**config.mk**
```make
export PLATFORM = sky130hd
export DESIGN_NAME = alu_result_uart_tx
export DESIGN_NICKNAME = d
export VERILOG_FILES = /design/src/rtl/uart_defs_pkg.sv /design/src/rtl/baud_tick_gen.sv /design/src/rtl/alu_result_uart_tx.sv
export SDC_FILE = /design/constraint.sdc
export NUM_CORES = 1
export LEC_CHECK = 0
export BUFFER_PORTS_ARGS = -buffer_cell sky130_fd_sc_hd__buf_2
export CAP_MARGIN = 15
export CORE_MARGIN = 2
export CORE_UTILIZATION = 58
export DETAILED_ROUTE_END_ITERATION = 8
export PLACE_DENSITY = 0.78
export SYNTH_ARGS = -nofsm -noshare
export SYNTH_HDL_FRONTEND = slang
export SYNTH_SLANG_ARGS = --single-unit
```
**constraint.sdc**
```tcl
create_clock -name i_clock -period 2 [get_ports i_clock]
set_input_delay 0 -clock i_clock [delete_from_list [all_inputs] [get_ports i_clock]]
set_output_delay 0 -clock i_clock [all_outputs]
set_load 0.1 [all_outputs]
```
**src/rtl/uart_defs_pkg.sv**
```systemverilog
`default_nettype none
// ============================================================================
// Module      : uart_defs (package)
// Description : Shared UART definitions for the TX path and the future RX path:
//               FSM state encodings, oversampling factor and the clock divider
//               derivation for the oversample tick.
// Revision    : 1.0 - initial release
// ============================================================================
package uart_defs;

    // Oversample ticks per bit period
    localparam int OVERSAMPLE = 16;

    // Frame FSM state encodings
    localparam logic [1:0] IDLE  = 2'd0;
    localparam logic [1:0] START = 2'd1;
    localparam logic [1:0] DATA  = 2'd2;
    localparam logic [1:0] STOP  = 2'd3;

    // Clock cycles per oversample tick, truncated
    function automatic int calc_div(input int clk_freq, input int baud_rate);
        return clk_freq / (baud_rate * OVERSAMPLE);
    endfunction

endpackage : uart_defs
`default_nettype wire

```
**src/rtl/baud_tick_gen.sv**
```systemverilog
`default_nettype none
// ============================================================================
// Module      : baud_tick_gen
// Description : Oversample tick generator. Emits a one-cycle o_tick every DIV
//               clock cycles. i_clear zeroes the counter so the first tick
//               after a clear lands exactly DIV cycles later.
// Ports       : i_clock   - system clock
//               i_reset_n - asynchronous active-low reset
//               i_clear   - synchronous counter clear
//               o_tick    - one-cycle tick
// Revision    : 1.0 - initial release
// ============================================================================
module baud_tick_gen #(
    parameter int DIV = 1
) (
    input  logic i_clock,
    input  logic i_reset_n,
    input  logic i_clear,
    output logic o_tick
);

    localparam int CNT_W = (DIV > 1) ? $clog2(DIV) : 1;
    localparam logic [CNT_W-1:0] C_LAST = CNT_W'(DIV - 1);

    generate
        if (DIV < 1) begin : g_div_check
            $error("baud_tick_gen: DIV must be at least 1");
        end
    endgenerate

    logic [CNT_W-1:0] r_count;

    always_ff @(posedge i_clock or negedge i_reset_n) begin
        if (!i_reset_n) begin
            r_count <= '0;
        end else if (i_clear || (r_count == C_LAST)) begin
            r_count <= '0;
        end else begin
            r_count <= r_count + 1'b1;
        end
    end

    // Tick on the last count, so a clear at cycle N yields a tick at N+DIV
    assign o_tick = (r_count == C_LAST);

endmodule : baud_tick_gen
`default_nettype wire

```
**src/rtl/alu_result_uart_tx.sv**
```systemverilog
`default_nettype none
// ============================================================================
// Module      : alu_result_uart_tx
// Description : UART 8N1-style transmitter for the ALU result. On an accepted
//               send request the LEN_DATO-bit result is captured and shifted
//               out LSB first, 16 oversample ticks per bit.
// Ports       : i_clock     - system clock
//               i_reset_n   - asynchronous active-low reset
//               i_resultado - ALU result, captured on acceptance
//               i_send      - send request, honoured only while idle
//               o_tx        - registered serial line, idle high
//               o_busy      - frame in progress
//               o_done      - one-cycle pulse when the stop bit completes
// Revision    : 1.0 - initial release
// ============================================================================
module alu_result_uart_tx
    import uart_defs::*;
#(
    parameter int LEN_DATO  = 8,
    parameter int CLK_FREQ  = 50_000_000,
    parameter int BAUD_RATE = 9600
) (
    input  logic                i_clock,
    input  logic                i_reset_n,
    input  logic [LEN_DATO-1:0] i_resultado,
    input  logic                i_send,
    output logic                o_tx,
    output logic                o_busy,
    output logic                o_done
);

    localparam int DIV   = calc_div(CLK_FREQ, BAUD_RATE);
    localparam int BIT_W = (LEN_DATO > 1) ? $clog2(LEN_DATO) : 1;
    localparam logic [BIT_W-1:0] C_LAST_BIT = BIT_W'(LEN_DATO - 1);
    localparam logic [3:0]       C_LAST_OS  = 4'(OVERSAMPLE - 1);

    generate
        if (DIV < 1) begin : g_div_check
            $error("alu_result_uart_tx: CLK_FREQ too low for BAUD_RATE*16");
        end
    endgenerate

    logic [1:0]          r_state;
    logic [3:0]          r_os_cnt;
    logic [BIT_W-1:0]    r_bit_cnt;
    logic [LEN_DATO-1:0] r_shift;
    logic                r_tx;
    logic                r_done;

    logic                w_tick;
    logic                w_clear;
    logic                w_last_os;
    logic [LEN_DATO-1:0] w_shift_next;

    // Holding the generator in clear while idle restarts the tick phase on
    // acceptance, so frame timing never depends on earlier tick history.
    assign w_clear      = (r_state == IDLE);
    assign w_last_os    = w_tick && (r_os_cnt == C_LAST_OS);
    assign w_shift_next = r_shift >> 1;

    baud_tick_gen #(
        .DIV (DIV)
    ) u_baud_tick_gen (
        .i_clock   (i_clock),
        .i_reset_n (i_reset_n),
        .i_clear   (w_clear),
        .o_tick    (w_tick)
    );

    always_ff @(posedge i_clock or negedge i_reset_n) begin
        if (!i_reset_n) begin
            r_state   <= IDLE;
            r_os_cnt  <= '0;
            r_bit_cnt <= '0;
            r_shift   <= '0;
            r_tx      <= 1'b1;
            r_done    <= 1'b0;
        end else begin
            r_done <= 1'b0;
            if (w_tick) begin
                r_os_cnt <= w_last_os ? 4'd0 : r_os_cnt + 4'd1;
            end
            case (r_state)
                IDLE: begin
                    r_tx <= 1'b1;
                    if (i_send) begin
                        r_shift   <= i_resultado;
                        r_os_cnt  <= '0;
                        r_bit_cnt <= '0;
                        r_tx      <= 1'b0;
                        r_state   <= START;
                    end
                end
                START: begin
                    if (w_last_os) begin
                        r_tx    <= r_shift[0];
                        r_state <= DATA;
                    end
                end
                DATA: begin
                    if (w_last_os) begin
                        r_shift <= w_shift_next;
                        if (r_bit_cnt == C_LAST_BIT) begin
                            r_tx    <= 1'b1;
                            r_state <= STOP;
                        end else begin
                            // Next line level is the bit about to reach position 0
                            r_tx      <= w_shift_next[0];
                            r_bit_cnt <= r_bit_cnt + 1'b1;
                        end
                    end
                end
                STOP: begin
                    if (w_last_os) begin
                        r_done  <= 1'b1;
                        r_state <= IDLE;
                    end
                end
                default: begin
                    r_tx    <= 1'b1;
                    r_state <= IDLE;
                end
            endcase
        end
    end

    assign o_tx   = r_tx;
    assign o_busy = (r_state != IDLE);
    assign o_done = r_done;

endmodule : alu_result_uart_tx
`default_nettype wire

```
==> impl_metrics.tcl, run 1 <==
set metrics [dict create \
    cap_violations 0 \
    cts_tree "built" \
    drive_gt1_share_pct 21.8 \
    synthDistinctLibCells 39 \
    yosysTopAreaCellShare_pct 42.4 \
    grt_overflow_total 0 \
    drt-initial-drc-count 30 \
    synthArstFlopShare_pct 100 \
    ant_nets 0 \
    setup_viol 0 \
    grt_max_degree 29 \
    seqPwrFrac_pct 38.4 \
    leakage_uw 0.000808 \
    root_buffer "clkbuf_4" \
    cp-end-kind "register" \
    cts_inserted_buffers 3 \
    design_area_um2 1760 \
    port_buffers 13 \
    placed_cell_area_um2 1710 \
    setup_tns_ns 0 \
    grt_setup_unrepaired "no" \
    switching_share_pct 42.1 \
    synth.most_common_cell "dfrtp_1" \
    start_util_pct 59.4 \
    synthesis.area_um2 1600 \
    antenna_found_initial 0 \
    slew_violations 0 \
    power.share.combinational_pct 49.0 \
    drt-wirelength-per-cell_um 14.8 \
    rows 19 \
    placed_cells 205 \
    tightestPinTransition_ns 0.613 \
    p_sw_uw 931 \
    gp_congestion 0.856 \
    worstSetupPathType "reg2reg" \
    ys_ff_latch 28 \
    synth-main-ff-cell "dfrtp_1" \
    firstDrtPassIters 4 \
    grt_first_pass_wirelength_mm 5.48 \
    hold_viol 0 \
    fin_crit_sh_pct 96.3 \
    antenna_cells 0 \
    syn_area_per_cell_um2 9.97 \
    htree_levels 1 \
    powerDensity_nw_per_um2 1260 \
    finish.utilization_pct 65.5 \
    syn_nets 180 \
    clk-insertion-delay-late_ns 0.33 \
    dp_hpwl_mm 2.30 \
    nets 200 \
    syn_inst 160 \
    peakVddDrop_mv 0.845 \
    coreArea_um2 2690 \
    clk_pin_slew_ns 0.15 \
    synth_edf_count 0 \
    max_slew_margin_pct 59.1 \
    arrival_ns 2.16 \
    clkSinkCount 28 \
    worstPathCellList "or4b_4, nor3_4, o221a_2, mux2_2" \
    worstSetupStartpointType "register" \
    post-cts-setup-buffers 0 \
    power_uw 2210 \
    synth.area.top_cells "dfrtp_1, ha_1, o221a_2, nor2_1, o21ai_0" \
    dieWidth_um 56.4 \
    slowest_delay_ns 0.53 \
    route.detailed.drc 0 \
    internal-power_uw 1280 \
    max_freq_mhz 519 \
    clk_path_buf_depth 2 \
    viasPerCell 5.96 \
    ys_warn_count 0 \
    fin_worst_skew_ns 0.00593 \
    routed_wl_mm 3.11 \
    post-route-min-period_ns 1.93 \
    synth-seq-area-share_pct 44.0 \
    outcome "finished clean" \
    cp_max_fo 5 \
    track_usage_pct 21.9 \
    fillers 228 \
    yosysTopAreaCell "dfrtp_1" \
    vias 1252 \
    synth_common_cells "dfrtp_1, nor2_1, o21ai_0" \
    io_pins 14 \
    die_area_um2 3190 \
    syn_to_final_growth_pct 10.3 \
    clkPwrFrac_pct 12.6 \
    fin_cells 210 \
    critPathRequiredTime_ns 2.23 \
    fp.dieH_um 56.4 \
    first_global_vias 1263 \
    min-delay-path-class "in2reg" \
    cp_slowest_cell "or4b_4" \
]
-- metrics by stage --
| step | hold WS (ns) | setup slack, ns |
|---|---|---|
| 2_1_floorplan | -0.296 | 0.112 |
| 3_3_place_gp | 0.0472 | 0.167 |
| 3_5_place_dp | 0.0482 | 0.0900 |
| 4_1_cts | 0.0333 | 0.0721 |
| 5_1_grt | 0.0767 | 0.00671 |
| 6_report | 0.0469 | 0.0736 |
-- cell usage in the layout (no fill, tap or decap), types with 2 or more instances in the layout --
cell and instances:
and3_1 2, o221a_2 8, buf_2 13, nor3b_1 7, buf_4 6, nor2_1 20
o21ai_0 11, mux2i_1 4, dfrtp_1 27, nor4_1 2, inv_1 9, and2_2 2
a21oi_1 3, nand2_1 10, nand2b_1 2, clkbuf_4 3, o22ai_1 2, nor3_1 3
ha_1 9, xor2_1 6, xnor2_1 3, mux2_2 3, nand3_1 7
-- cell type report --
| type | instances | area (um2) | area share (%) |
|---|---|---|---|
| clock buffer | 4 | 36.3 | 2.06 |
| inverter | 9 | 33.8 | 1.92 |
| multi-input combinational | 118 | 828 | 47.1 |
| sequential | 28 | 702 | 39.9 |
| tap | 31 | 38.8 | 2.20 |
| timing repair buffer | 20 | 120 | 6.83 |
-- critical path, delay by kind of cell (launching register included) --
family	cells	cell delay, ns
simple gates	2	0.79
flops	1	0.46
mux	1	0.32
compound gates	1	0.25
-- layer usage --
metal | share of wire (%) | track usage [%] | vias to the layer above
met5 | 0 | 0 | -
met4 | 1.6 | 8.84 | 0
met2 | 48 | 35.2 | 15
met3 | 2.0 | 2.07 | 5
li1 | - | - | 607
met1 | 49 | 30.4 | 625
-- logic make-up after synthesis --
family | after synthesis | synth area share (%)
DFF | 28 | 44.0
xor gates and xnor gates | 9 | 4.94
adders and majority gates | 9 | 7.06
AOI/OAI and AO/OA | 29 | 13.3
muxes | 7 | 4.63
buffers and inverters | 14 | 4.08
and+or+nand+nor | 64 | 22.0
-- worst paths after layout --
check,startpoint,end,slack [ns],cells past startpoint
setup reg to reg,u_baud_tick_gen.r_count[4],r_state[1],0.07,4
hold / removal,i_resultado[7],r_shift[7],0.05,5
hold reg to reg,u_baud_tick_gen.r_count[0],u_baud_tick_gen.r_count[0],0.53,1
setup / recovery,u_baud_tick_gen.r_count[4],r_state[1],0.07,4
min in group asynchronous,i_reset_n,o_done,0.20,2
max in group asynchronous,i_reset_n,r_bit_cnt[1],1.41,2
-- state kept, by name, indices dropped and copies added (netlist names) --
name and flops:
r_state 2, r_bit_cnt 3, o_tx 1, r_os_cnt 4, o_done 1, r_shift 8, u_baud_tick_gen.r_count 9
-- power groups by stage --
| stage | sequential [uW] | combinational, uW | clock (uW) |
|---|---|---|---|
| floorplan | 907 | 791 | 0 |
| global placement | 844 | 1040 | 0 |
| detailed placement | 857 | 1090 | 0 |
| global route | 866 | 1190 | 306 |
| finish | 849 | 1080 | 279 |
| CTS | 847 | 1100 | 292 |
-- timing repair --
item | CTS | global route
hold endpoints to repair | 27 | 0
resized for setup | 0 | 0
hold buffers | 1 | 0
Note: power is estimated with default switching activity, not from simulation.
==> run 2, diff against run 1 <==
ABC_AREA = 1   (was not set)
==> run 2 against run 1 <==
Effect of this change: clock power about the same; via count increased by 3.8%; cell count increased by 22%; critical path depth increased by 3; register-to-register slack improved by 0.21 ns; sequential cell count unchanged; die area decreased by 1.2%; sequential share of layout area decreased by 1.0 points; clock skew increased by 0.0014 ns; wire length decreased by 5.7%; synthesized area decreased by 1.3%; highest routed layer unchanged.
==> impl_metrics.tcl, run 2 <==
set metrics [dict create \
    outcome "finished clean" \
    drt-wirelength-per-cell_um 11.5 \
    arrival_ns 1.99 \
    largest-register "u_baud_tick_gen.r_count" \
    synthesis.area_um2 1570 \
    clkSinkCount 28 \
    cts_inserted_buffers 3 \
    cp_top_family "simple AND/OR/NAND/NOR gates" \
    peakVddDrop_mv 0.972 \
    yosysTopAreaCell "dfrtp_1" \
    cp-startpoint "r_state[0]" \
    synth.area.top_cells "dfrtp_1, nand2_1, ha_1, inv_1, nor2_1" \
    power_uw 2330 \
    coreArea_um2 2520 \
    die_area_um2 3150 \
    post-cts-setup-buffers 0 \
    max_slew_margin_pct 58.0 \
    start_util_pct 62.4 \
    setup_tns_ns 0 \
    grt_first_pass_wirelength_mm 5.29 \
    firstDrtPassIters 4 \
    rows 18 \
    powerDensity_nw_per_um2 1290 \
    grt_max_degree 29 \
    dp_hpwl_mm 2.18 \
    cap_violations 0 \
    route.detailed.drc 0 \
    nets 247 \
    cts_resized 0 \
    synth_common_cells "nand2_1, dfrtp_1, inv_1" \
    synthArstFlopShare_pct 100 \
    fin_crit_sh_pct 85.7 \
    hold_viol 0 \
    final_cell_mix "nand2_1, dfrtp_1, inv_1" \
    ys_warn_count 0 \
    gp_congestion 0.830 \
    clk_pin_slew_ns 0.15 \
    fp.dieH_um 56.1 \
    clk-insertion-delay-late_ns 0.33 \
    port_buffers 13 \
    cp_max_fo 8 \
    placed_cell_area_um2 1680 \
    io_pins 14 \
    slew_violations 0 \
    drt-initial-drc-count 38 \
    critPathRequiredTime_ns 2.28 \
    cp-end-kind "register" \
    largest_registers "u_baud_tick_gen.r_count (9), r_shift (8), r_os_cnt (4)" \
    syn_area_per_cell_um2 7.87 \
    fin_worst_skew_ns 0.00731 \
    ys_ff_latch 28 \
    fillers 209 \
    antenna_found_initial 0 \
    first_global_vias 1322 \
    syn_to_final_growth_pct 14.7 \
    antenna_cells 0 \
    syn_inst 200 \
    routed_wl_mm 2.94 \
    worstSetupPathType "reg2reg" \
    track_usage_pct 20.9 \
    synthDistinctLibCells 25 \
    r2r-start "r_state[0]" \
    synth.most_common_cell "nand2_1" \
    grt_overflow_total 0 \
    cts_tree "built" \
    leakage_uw 0.000959 \
    worstSetupStartpointType "register" \
    synth-seq-area-share_pct 44.6 \
    viasPerCell 5.08 \
    design_area_um2 1810 \
    htree_levels 1 \
    yosysTopAreaCellShare_pct 42.9 \
    max_freq_mhz 584 \
    clk_path_buf_depth 2 \
    cp_slowest_cell "dfrtp_1" \
    dieWidth_um 56.1 \
    synth-main-ff-cell "dfrtp_1" \
    setup_viol 0 \
    cp_num_buf_inv 2 \
    drive_gt1_share_pct 15.5 \
    worstPathCellList "inv_1, ha_1, nor2_1, inv_1, nand2_4, nand2_1, nand2_1" \
    tightestPinTransition_ns 0.630 \
    synth_edf_count 0 \
    largest_register_ffs 9 \
    post-route-min-period_ns 1.71 \
    syn_nets 220 \
    finish.utilization_pct 71.6 \
    ant_nets 0 \
    slowest_delay_ns 0.43 \
    grt_setup_unrepaired "no" \
    root_buffer "clkbuf_4" \
    layout_commonest_cell "nand2_1" \
    vias 1300 \
    min-delay-path-class "in2reg" \
    hold_start "i_send" \
]
[run 2: cell types whose count changed in the layout (fill, tap and decap cells not counted), sizes merged, moves of 7 or more]
cell         delta
inv            +17
dlygate4sd3     +8
o21ai           -7
nand2          +76
a21oi           +7
o221a           -8
[run 2: kinds of logic after synthesis]
kind of cell             synth area share, %
buffers and inverters                   6.52
AND/OR/NAND/NOR                         35.1
AO/OA/AOI/OAI                           5.56
XOR/XNOR                                1.11
adder cells (fa/ha/maj)                 7.15
flip-flops                              44.6
[run 2: area by class of cell]
cell class,count,area (um2),area share [%]
Tap cell,30,37.5,2.08
Multi-Input combinational cell,145,769,42.6
Inverter,26,97.6,5.41
Timing Repair Buffer,23,163,9.01
Sequential cell,28,702,38.9
Clock buffer,4,36.3,2.01
[run 2: where the power goes]
group / internal, uW / switching [uW]
Combinational: 384 / 829
Sequential: 732 / 103
Clock: 111 / 167
[run 2: final timing paths]
check	endpoint	slack (ns)	depth (start not counted)
setup / recovery	r_shift[0]	0.29	7
hold / removal	o_tx	0.01	4
setup reg to reg	r_shift[0]	0.29	7
hold reg to reg	r_shift[7]	0.49	2
max in group asynchronous	r_shift[4]	1.39	2
min in group asynchronous	u_baud_tick_gen.r_count[6]	0.20	2
[run 2: per-layer routing]
metal / GRT usage, % / wire (um) / part of all wire, %
met5: 0 / 0 / 0
met4: 6.12 / 30 / 1.0
met3: 2.09 / 59 / 2.0
met2: 40.2 / 1580 / 54
met1: 24.0 / 1260 / 43
[run 2: worst reg2reg max path: stages, from the launching register on]
cell     delay [ns]
dfrtp_1        0.43
inv_1          0.08
ha_1           0.30
nor2_1         0.40
inv_1          0.18
nand2_4        0.15
nand2_1        0.06
nand2_1        0.06
[run 2: metrics by stage]
step                      hold WS, ns  worst slack [ns]  cells
after global placement         0.0436             0.397    243
after global routing           0.0338             0.132    256
after CTS                    0.000593             0.286    256
after floorplan                -0.296           0.00184    200
after detailed placement       0.0541             0.325    243
final                          0.0124             0.286    256
[run 2: timing repair]
item | in CTS | in global routing
endpoints found under the hold margin | 35 | 0
setup endpoints to repair | 0 | 0
hold buffers | 9 | 0
